===== config.mk =====
export PLATFORM = sky130hd
export DESIGN_NAME = sd_mirror_buf
export DESIGN_NICKNAME = d
export VERILOG_FILES = /design/src/rtl/sd_mirror_buf.sv
export SDC_FILE = /design/constraint.sdc
export NUM_CORES = 1
export LEC_CHECK = 0
export ABC_CLOCK_PERIOD_IN_PS = 5200
export BUFFER_PORTS_ARGS = -buffer_cell sky130_fd_sc_hd__buf_2
export CORE_UTILIZATION = 59
export DETAILED_ROUTE_END_ITERATION = 6
export GPL_ROUTABILITY_DRIVEN = 0
export HOLD_SLACK_MARGIN = 0.02
export MAX_ROUTING_LAYER = met4
export PLACE_DENSITY = 0.84
export SKIP_CTS_REPAIR_TIMING = 1
export SLEW_MARGIN = 5
export SYNTH_ARGS = -nofsm -noshare
export SYNTH_HDL_FRONTEND = slang
export SYNTH_SLANG_ARGS = --single-unit

===== constraint.sdc =====
create_clock -name clk -period 5.2 [get_ports clk]
set_clock_uncertainty 0.1 [all_clocks]
set_input_delay 1.04 -clock clk [delete_from_list [all_inputs] [get_ports clk]]
set_output_delay 1.04 -clock clk [all_outputs]
set_load 0.01 [all_outputs]

===== src/rtl/sd_mirror_buf.sv =====
// Buffered, destination-masked mirror: each accepted word is delivered once to every
// receiver in its mask. Receivers handshake independently, and every output comes from a flop.
module sd_mirror_buf #(
  parameter int mirror_cnt = 2,
  parameter int width      = 32,
  parameter int depth      = 2
) (
  input  logic                  clk,
  input  logic                  reset,
  input  logic                  c_srdy,
  output logic                  c_drdy,
  input  logic [width-1:0]      c_data,
  input  logic [mirror_cnt-1:0] c_dst_vld,
  output logic [mirror_cnt-1:0] p_srdy,
  input  logic [mirror_cnt-1:0] p_drdy,
  output logic [width-1:0]      p_data
);

  localparam int PW = (depth > 1) ? $clog2(depth) : 1;
  localparam int CW = $clog2(depth + 1);
  localparam logic [PW-1:0] LAST_PTR = PW'(depth - 1);
  localparam logic [CW-1:0] FULL_CNT = CW'(depth);

  logic [width-1:0]      data_q [depth];
  logic [width-1:0]      data_d [depth];
  logic [mirror_cnt-1:0] pend_q [depth];
  logic [mirror_cnt-1:0] pend_d [depth];
  logic [PW-1:0]         wr_ptr_q, wr_ptr_d;
  logic [PW-1:0]         rd_ptr_q, rd_ptr_d;
  logic [CW-1:0]         count_q, count_d;
  logic                  c_drdy_q, c_drdy_d;
  logic [mirror_cnt-1:0] p_srdy_q, p_srdy_d;
  logic [width-1:0]      p_data_q, p_data_d;

  logic                  empty_s;
  logic                  push_s;
  logic                  pop_s;
  logic [mirror_cnt-1:0] xfer_s;
  logic [mirror_cnt-1:0] head_left_s;

  function automatic logic [PW-1:0] ptr_inc(input logic [PW-1:0] p);
    if (p == LAST_PTR) begin
      ptr_inc = {PW{1'b0}};
    end else begin
      ptr_inc = p + PW'(1);
    end
  endfunction

  // Next FIFO state, then the registered view of the head it will expose.
  always_comb begin
    data_d      = data_q;
    pend_d      = pend_q;
    wr_ptr_d    = wr_ptr_q;
    rd_ptr_d    = rd_ptr_q;
    count_d     = count_q;
    empty_s     = (count_q == {CW{1'b0}});
    xfer_s      = p_srdy_q & p_drdy;
    head_left_s = pend_q[rd_ptr_q] & ~xfer_s;
    push_s      = c_srdy & c_drdy_q;
    pop_s       = ~empty_s & (head_left_s == {mirror_cnt{1'b0}});

    // Delivered receivers drop out of the head so they are never offered it again.
    if (!empty_s) begin
      pend_d[rd_ptr_q] = head_left_s;
    end else begin
      pend_d[rd_ptr_q] = pend_q[rd_ptr_q];
    end

    if (push_s) begin
      data_d[wr_ptr_q] = c_data;
      pend_d[wr_ptr_q] = (c_dst_vld == {mirror_cnt{1'b0}}) ? {mirror_cnt{1'b1}} : c_dst_vld;
      wr_ptr_d         = ptr_inc(wr_ptr_q);
    end else begin
      wr_ptr_d = wr_ptr_q;
    end

    if (pop_s) begin
      rd_ptr_d = ptr_inc(rd_ptr_q);
    end else begin
      rd_ptr_d = rd_ptr_q;
    end

    case ({push_s, pop_s})
      2'b10:   count_d = count_q + CW'(1);
      2'b01:   count_d = count_q - CW'(1);
      default: count_d = count_q;
    endcase

    c_drdy_d = (count_d != FULL_CNT);
    p_data_d = data_d[rd_ptr_d];
    if (count_d != {CW{1'b0}}) begin
      p_srdy_d = pend_d[rd_ptr_d];
    end else begin
      p_srdy_d = {mirror_cnt{1'b0}};
    end
  end

  // State and output registers with synchronous reset.
  always_ff @(posedge clk) begin
    if (reset) begin
      for (int i = 0; i < depth; i++) begin
        data_q[i] <= {width{1'b0}};
        pend_q[i] <= {mirror_cnt{1'b0}};
      end
      wr_ptr_q <= {PW{1'b0}};
      rd_ptr_q <= {PW{1'b0}};
      count_q  <= {CW{1'b0}};
      c_drdy_q <= 1'b1;
      p_srdy_q <= {mirror_cnt{1'b0}};
      p_data_q <= {width{1'b0}};
    end else begin
      for (int i = 0; i < depth; i++) begin
        data_q[i] <= data_d[i];
        pend_q[i] <= pend_d[i];
      end
      wr_ptr_q <= wr_ptr_d;
      rd_ptr_q <= rd_ptr_d;
      count_q  <= count_d;
      c_drdy_q <= c_drdy_d;
      p_srdy_q <= p_srdy_d;
      p_data_q <= p_data_d;
    end
  end

  assign c_drdy = c_drdy_q;
  assign p_srdy = p_srdy_q;
  assign p_data = p_data_q;

endmodule


==> results.cfg, run 1 <==
[run_status]
violations = DRC
outcome = finished, violations left

[sta]
relSlewSlack_pct = 23.6
finalHoldViolations = 0
finalSetupViolCount = 0
drv_slew = 0
fin_hold_ws_ps = 392
period_needed_ps = 2840
max_freq_ghz = 0.352
worst_slack_ps = 2360
tightest_slew_ps = 1140
setup-tns-final_ps = 0
post-route-period-util_pct = 54.7
rsz0062_at_grt = no

[clocking]
clock_latency_ps = 360
clk_path_buf_depth = 2
cts_tree = yes
clockRootBuffer = clkbuf_8
clk_pin_slew_ps = 90
cts.sinks = 107
cts.htree.levels = 3
cts_made_buffers = 9

[floorplan]
coreArea_um2 = 6420
die_area_um2 = 7070
ioPinCount = 74
initial_core_util_pct = 61.9
die_h_um = 84.1
die_w_um = 84.1
rows = 29

[route]
routedWlPerCell_um = 15.3
drt_iter0_markers = 169
drc = 10
drtPass1Iterations = 6
wl_um = 7910
via_per_inst = 5.68
num_vias = 2934
postRouteAntennaNets = 0

[global_route]
grt.overflow.total = 0
track_usage_pct = 24.7
grt_pass1_vias = 2871
grt_max_degree = 106
grt_pass1_wl_um = 13400
antenna_found_initial = 0

[cells_and_area]
syn_to_final_growth_pct = 13.7
final_layout_size_suffix_gt1_share_pct = 23.4
final_nets = 475
antenna_cells = 0

[critical_path]
critPathCaptureType = flop
cp.buffers_inverters = 2
r2r_cells = 5
path_common_cell = nand2_1
critPathTopFamily = simple AND/OR/NAND/NOR gates
worst-path-max-fanout = 36
crit_slowest_cell = nand2_1
timing.rr.end = p_data[18]
cp_data_required_time_ps = 5300
path_cells = buf_2, nand2_1, a221o_1, buf_4, nand2_1, a21oi_1
worst_ep_arrival_time_ps = 2940
worstSetupStartpointType = input pin
worst-setup-path-type = input pin to flop
slowest_delay_ps = 890
reg2reg_from = rd_ptr_q
r2r_slack_ps = 2620

[worst_hold_path]
min_path_type = flop to flop
worstHoldEndpoint = wr_ptr_q
hold_start = wr_ptr_q
holdPathStages = 2

[power_and_ir_drop]
vdd_ir_drop_max_v = 0.000358
p_leak_uw = 0.00222
powerDensity_nw_per_um2 = 543

[placed_design]
dp_slack_ps = 1970
hpwlAfterDp_um = 5070
portBuffers = 73

[synth]
syn_area_um2 = 3970
synth_cell_types = 36
ys_warn_count = 0
avgSynthCellArea_um2 = 10.6
synth_seq_area_share_pct = 53.9
ys.flop_type = dfxtp_1
synth.ff_latch_count = 107
syn_inst = 376
syn_nets = 416
synthArstFlopShare_pct = 0
synth_edf_count = 0

[job]
cap_viol_max_count = 0
==> state kept, by name (all words and copies together) (netlist names) <==
signal and cells:
c_drdy 1, count_q 2, data_q 64, p_data 32, p_srdy 2, pend_q 4, rd_ptr_q 1, wr_ptr_q 1
==> synth_stat cells (all sizes together), types with 3 or more instances <==
cell,number,area share (%)
a21oi,36,4.7
mux2,3,0.85
buf,18,3.1
o211ai,4,0.76
dfxtp,107,54
a31o,31,6.8
nor2b,5,0.79
mux2i,63,16
nor2,66,6.2
nand2,6,0.57
o21ai,4,0.50
clkbuf,11,1.0
==> worst min-delay path, delay by kind of cell (launching register included) <==
kind	cells	cell delay, ps
simple gates	1	60
compound gates	1	50
flops	1	340
==> layer usage <==
metal	track usage (%)	vias to the layer above	share of wire (%)
li1	-	1434	-
met1	29.3	1423	44
met2	40.7	64	50
met3	5.14	13	4.1
met4	11.1	0	2.0
met5	-	-	0
==> cells by family (layout without fill, tap and decap cells) <==
| group | Yosys count | count (layout) | synth area share, % |
|---|---|---|---|
| mux | 66 | 66 | 16.7 |
| compound gates | 85 | 85 | 15.4 |
| simple gates | 86 | 86 | 9.07 |
| xor+xnor | 2 | 2 | 0.441 |
| flops | 107 | 107 | 53.9 |
| fa+ha+maj | 1 | 1 | 0.315 |
| buf+inv | 29 | 93 | 4.16 |
==> report_power, final <==
| group | total [uW] | internal [uW] | switching [uW] |
|---|---|---|---|
| registers | 1090 | 1010 | 72.3 |
| clock network | 524 | 254 | 270 |
| logic | 842 | 345 | 498 |
| total | 2450 | 1610 | 840 |
==> cells in the final DEF, fill, tap and decap left out, drive strengths merged <==
cell / netlist / routed
dfxtp: 107 / 107
buf: 18 / 77
nor2: 66 / 66
mux2i: 63 / 63
a21oi: 36 / 36
a31o: 31 / 31
clkbuf: 11 / 12
nand2: 6 / 6
nor2b: 5 / 5
o211ai: 4 / 4
o21ai: 4 / 4
mux2: 3 / 3
nand2b: 2 / 2
a21boi: 2 / 2
nand4: 2 / 2
o211a: 2 / 2
inv: 0 / 2
a221oi: 1 / 1
nand3b: 1 / 1
nand3: 1 / 1
and3b: 1 / 1
o21bai: 1 / 1
xor2: 1 / 1
a221o: 1 / 1
o31ai: 1 / 1
and2: 1 / 1
xnor2: 1 / 1
or3: 1 / 1
a31oi: 1 / 1
a211oi: 1 / 1
ha: 1 / 1
bufinv: 0 / 1
clkinv: 0 / 1
==> area by class of cell <==
cell class	count	area [um^2]
clock buffers	12	155
flip-flops and latches	107	2140
repair buffers	77	398
clock inverters	4	56.3
fillers	518	1900
well taps	77	96.3
multi-input cells	240	1670
==> worst max path at each step <==
| stage | cells after the start | startpoint | slack [ps] | end |
|---|---|---|---|---|
| after floorplan | 6 | p_drdy[1] | 2660 | p_srdy[0] |
| after global placement | 6 | p_drdy[1] | 2070 | p_data[14] |
| after detailed placement | 6 | p_drdy[1] | 1970 | p_data[18] |
| after CTS | 6 | p_drdy[0] | 2330 | p_data[18] |
| after global routing | 6 | p_drdy[0] | 2160 | p_data[18] |
| final | 6 | p_drdy[1] | 2360 | p_data[18] |
==> through the flow <==
step,cell area (um^2),instances,total power (uW),utilization (%)
after detailed placement,4310,501,1950,67.1
final,4520,517,2450,70.3
after CTS,4520,517,2470,70.3
after global placement,4310,501,1920,67.1
after floorplan,3970,376,1730,-
after global routing,4520,517,2600,70.3
No activity file was read; power rests on OpenSTA's default activity.
==> run 2, diff against run 1 <==
--- a/config.mk
+++ b/config.mk
@@ -5,14 +5,14 @@
 export SDC_FILE = /design/constraint.sdc
 export NUM_CORES = 1
 export LEC_CHECK = 0
-export ABC_CLOCK_PERIOD_IN_PS = 5200
+export ABC_CLOCK_PERIOD_IN_PS = 2800
 export BUFFER_PORTS_ARGS = -buffer_cell sky130_fd_sc_hd__buf_2
-export CORE_UTILIZATION = 59
+export CORE_UTILIZATION = 54
 export DETAILED_ROUTE_END_ITERATION = 6
 export GPL_ROUTABILITY_DRIVEN = 0
 export HOLD_SLACK_MARGIN = 0.02
 export MAX_ROUTING_LAYER = met4
-export PLACE_DENSITY = 0.84
+export PLACE_DENSITY = 0.78
 export SKIP_CTS_REPAIR_TIMING = 1
 export SLEW_MARGIN = 5
 export SYNTH_ARGS = -nofsm -noshare
==> constraint.sdc (replaced) <==
create_clock -name clk -period 2.8 [get_ports clk]
set_clock_uncertainty 0.1 [all_clocks]
set_input_delay 0.56 -clock clk [delete_from_list [all_inputs] [get_ports clk]]
set_output_delay 0.56 -clock clk [all_outputs]
set_load 0.01 [all_outputs]
==> run 2 against run 1 <==
The run now ends clean. Critical path depth did not move. Worst setup slack lost 1900 ps. Via count down 0.72%. Sequential power increased by 84%. Critical path type is now flop to flop. Largest cell class unchanged.
==> results.cfg, run 2 (synthesis results as in run 1) <==
[sta]
setup-tns-final_ps = 0
max_freq_ghz = 0.418
worst_slack_ps = 407
drv_slew = 0
tightest_slew_ps = 822
rsz0062_at_grt = no
finalSetupViolCount = 0
fin_hold_ws_ps = 366
finalHoldViolations = 0
post-route-period-util_pct = 85.5
period_needed_ps = 2390
relSlewSlack_pct = 45.2

[floorplan]
die_w_um = 87.8
die_area_um2 = 7700
rows = 30
die_h_um = 87.8
coreArea_um2 = 6940
initial_core_util_pct = 57.2
ioPinCount = 74

[critical_path]
worstSetupStartpointType = flop
r2r_slack_ps = 410
setup.worst_path.start = rd_ptr_q
worst-path-max-fanout = 5
worst_ep_arrival_time_ps = 2600
worst-setup-path-type = flop to flop
critPathCaptureType = flop
reg2reg_from = rd_ptr_q
r2r_cells = 6
crit_path_end = p_srdy[1]
cp_data_required_time_ps = 3010
timing.rr.end = p_srdy[1]

[global_route]
grt_max_degree = 59
grt_pass1_vias = 2783
grt_pass1_wl_um = 13000
antenna_found_initial = 0
grt.overflow.total = 0
track_usage_pct = 22.6

[power_and_ir_drop]
vdd_ir_drop_max_v = 0.000584
powerDensity_nw_per_um2 = 982
finalPower_uw = 4490
p_leak_uw = 0.00223

[cells_and_area]
final_common_cell = dfxtp_1
syn_to_final_growth_pct = 15.1
final_nets = 482
antenna_cells = 0
largest_reg_flops = 64
final_util_pct = 65.9
final_cell_mix = dfxtp_1 (107), buf_2 (72), nor2_1 (66), mux2i_1 (63), a21oi_1 (34)
final_layout_size_suffix_gt1_share_pct = 24.8
regMostFlops = data_q

[placed_design]
hpwlAfterDp_um = 5200
dp_slack_ps = 448
portBuffers = 73

[clocking]
cts.htree.levels = 3
cts.sinks = 107
clk_path_buf_depth = 2
cts_tree = yes
cts_made_buffers = 9
clockRootBuffer = clkbuf_8
clk_pin_slew_ps = 100
clock_latency_ps = 360

[route]
postRouteAntennaNets = 0
num_vias = 2913
routedWlPerCell_um = 14.6
via_per_inst = 5.36
drt_iter0_markers = 128
drtPass1Iterations = 4
drc = 0
wl_um = 7910

[worst_hold_path]
min_path_type = input pin to flop

[run_status]
outcome = completed

[job]
cap_viol_max_count = 0
[run 2: per-layer routing]
| metal | global-route usage [%] | routed length [um] | up-vias |
|---|---|---|---|
| met1 | 28.7 | 3660 | 1363 |
| met3 | 3.77 | 337 | 16 |
| li1 | - | - | 1449 |
| met2 | 35.6 | 3750 | 85 |
| met4 | 9.54 | 163 | 0 |
| met5 | - | 0 | - |
[run 2: metrics by stage]
stage               cells  area (um^2)
global route          543         4570
finish                543         4570
floorplan             376         3970
detailed placement    527         4400
CTS                   543         4570
global placement      527         4400
[run 2: cell type report]
type | count | area [um^2]
Clock buffer | 9 | 124
Sequential cell | 107 | 2140
Clock inverter | 7 | 53.8
Tap cell | 96 | 120
Fill cell | 590 | 2370
Timing Repair Buffer | 84 | 463
Multi-Input combinational cell | 240 | 1670
[run 2: worst min path at each step]
stage	slack, ps	to	depth (start not counted)	from
final	370	data_q[58]	3	c_data[26]
after global routing	350	data_q[58]	3	c_data[26]
after CTS	350	data_q[58]	3	c_data[26]
after detailed placement	380	data_q[14]	2	data_q[14]
after global placement	370	data_q[60]	2	data_q[60]
after floorplan	350	wr_ptr_q	2	wr_ptr_q
[run 2: worst max-delay path, stage by stage, from the launching register on]
cell and delay [ps]:
dfxtp_1 460, mux2_2 360, a221oi_1 300, ha_1 310, or3_1 380, a31oi_1 250
o211a_1 180
[run 2: report_power, final]
| part | leakage (uW) | switching (uW) | internal, uW |
|---|---|---|---|
| Sequential | 0.000878 | 127 | 1880 |
| Clock | 0.0000818 | 522 | 328 |
| Combinational | 0.00127 | 945 | 688 |
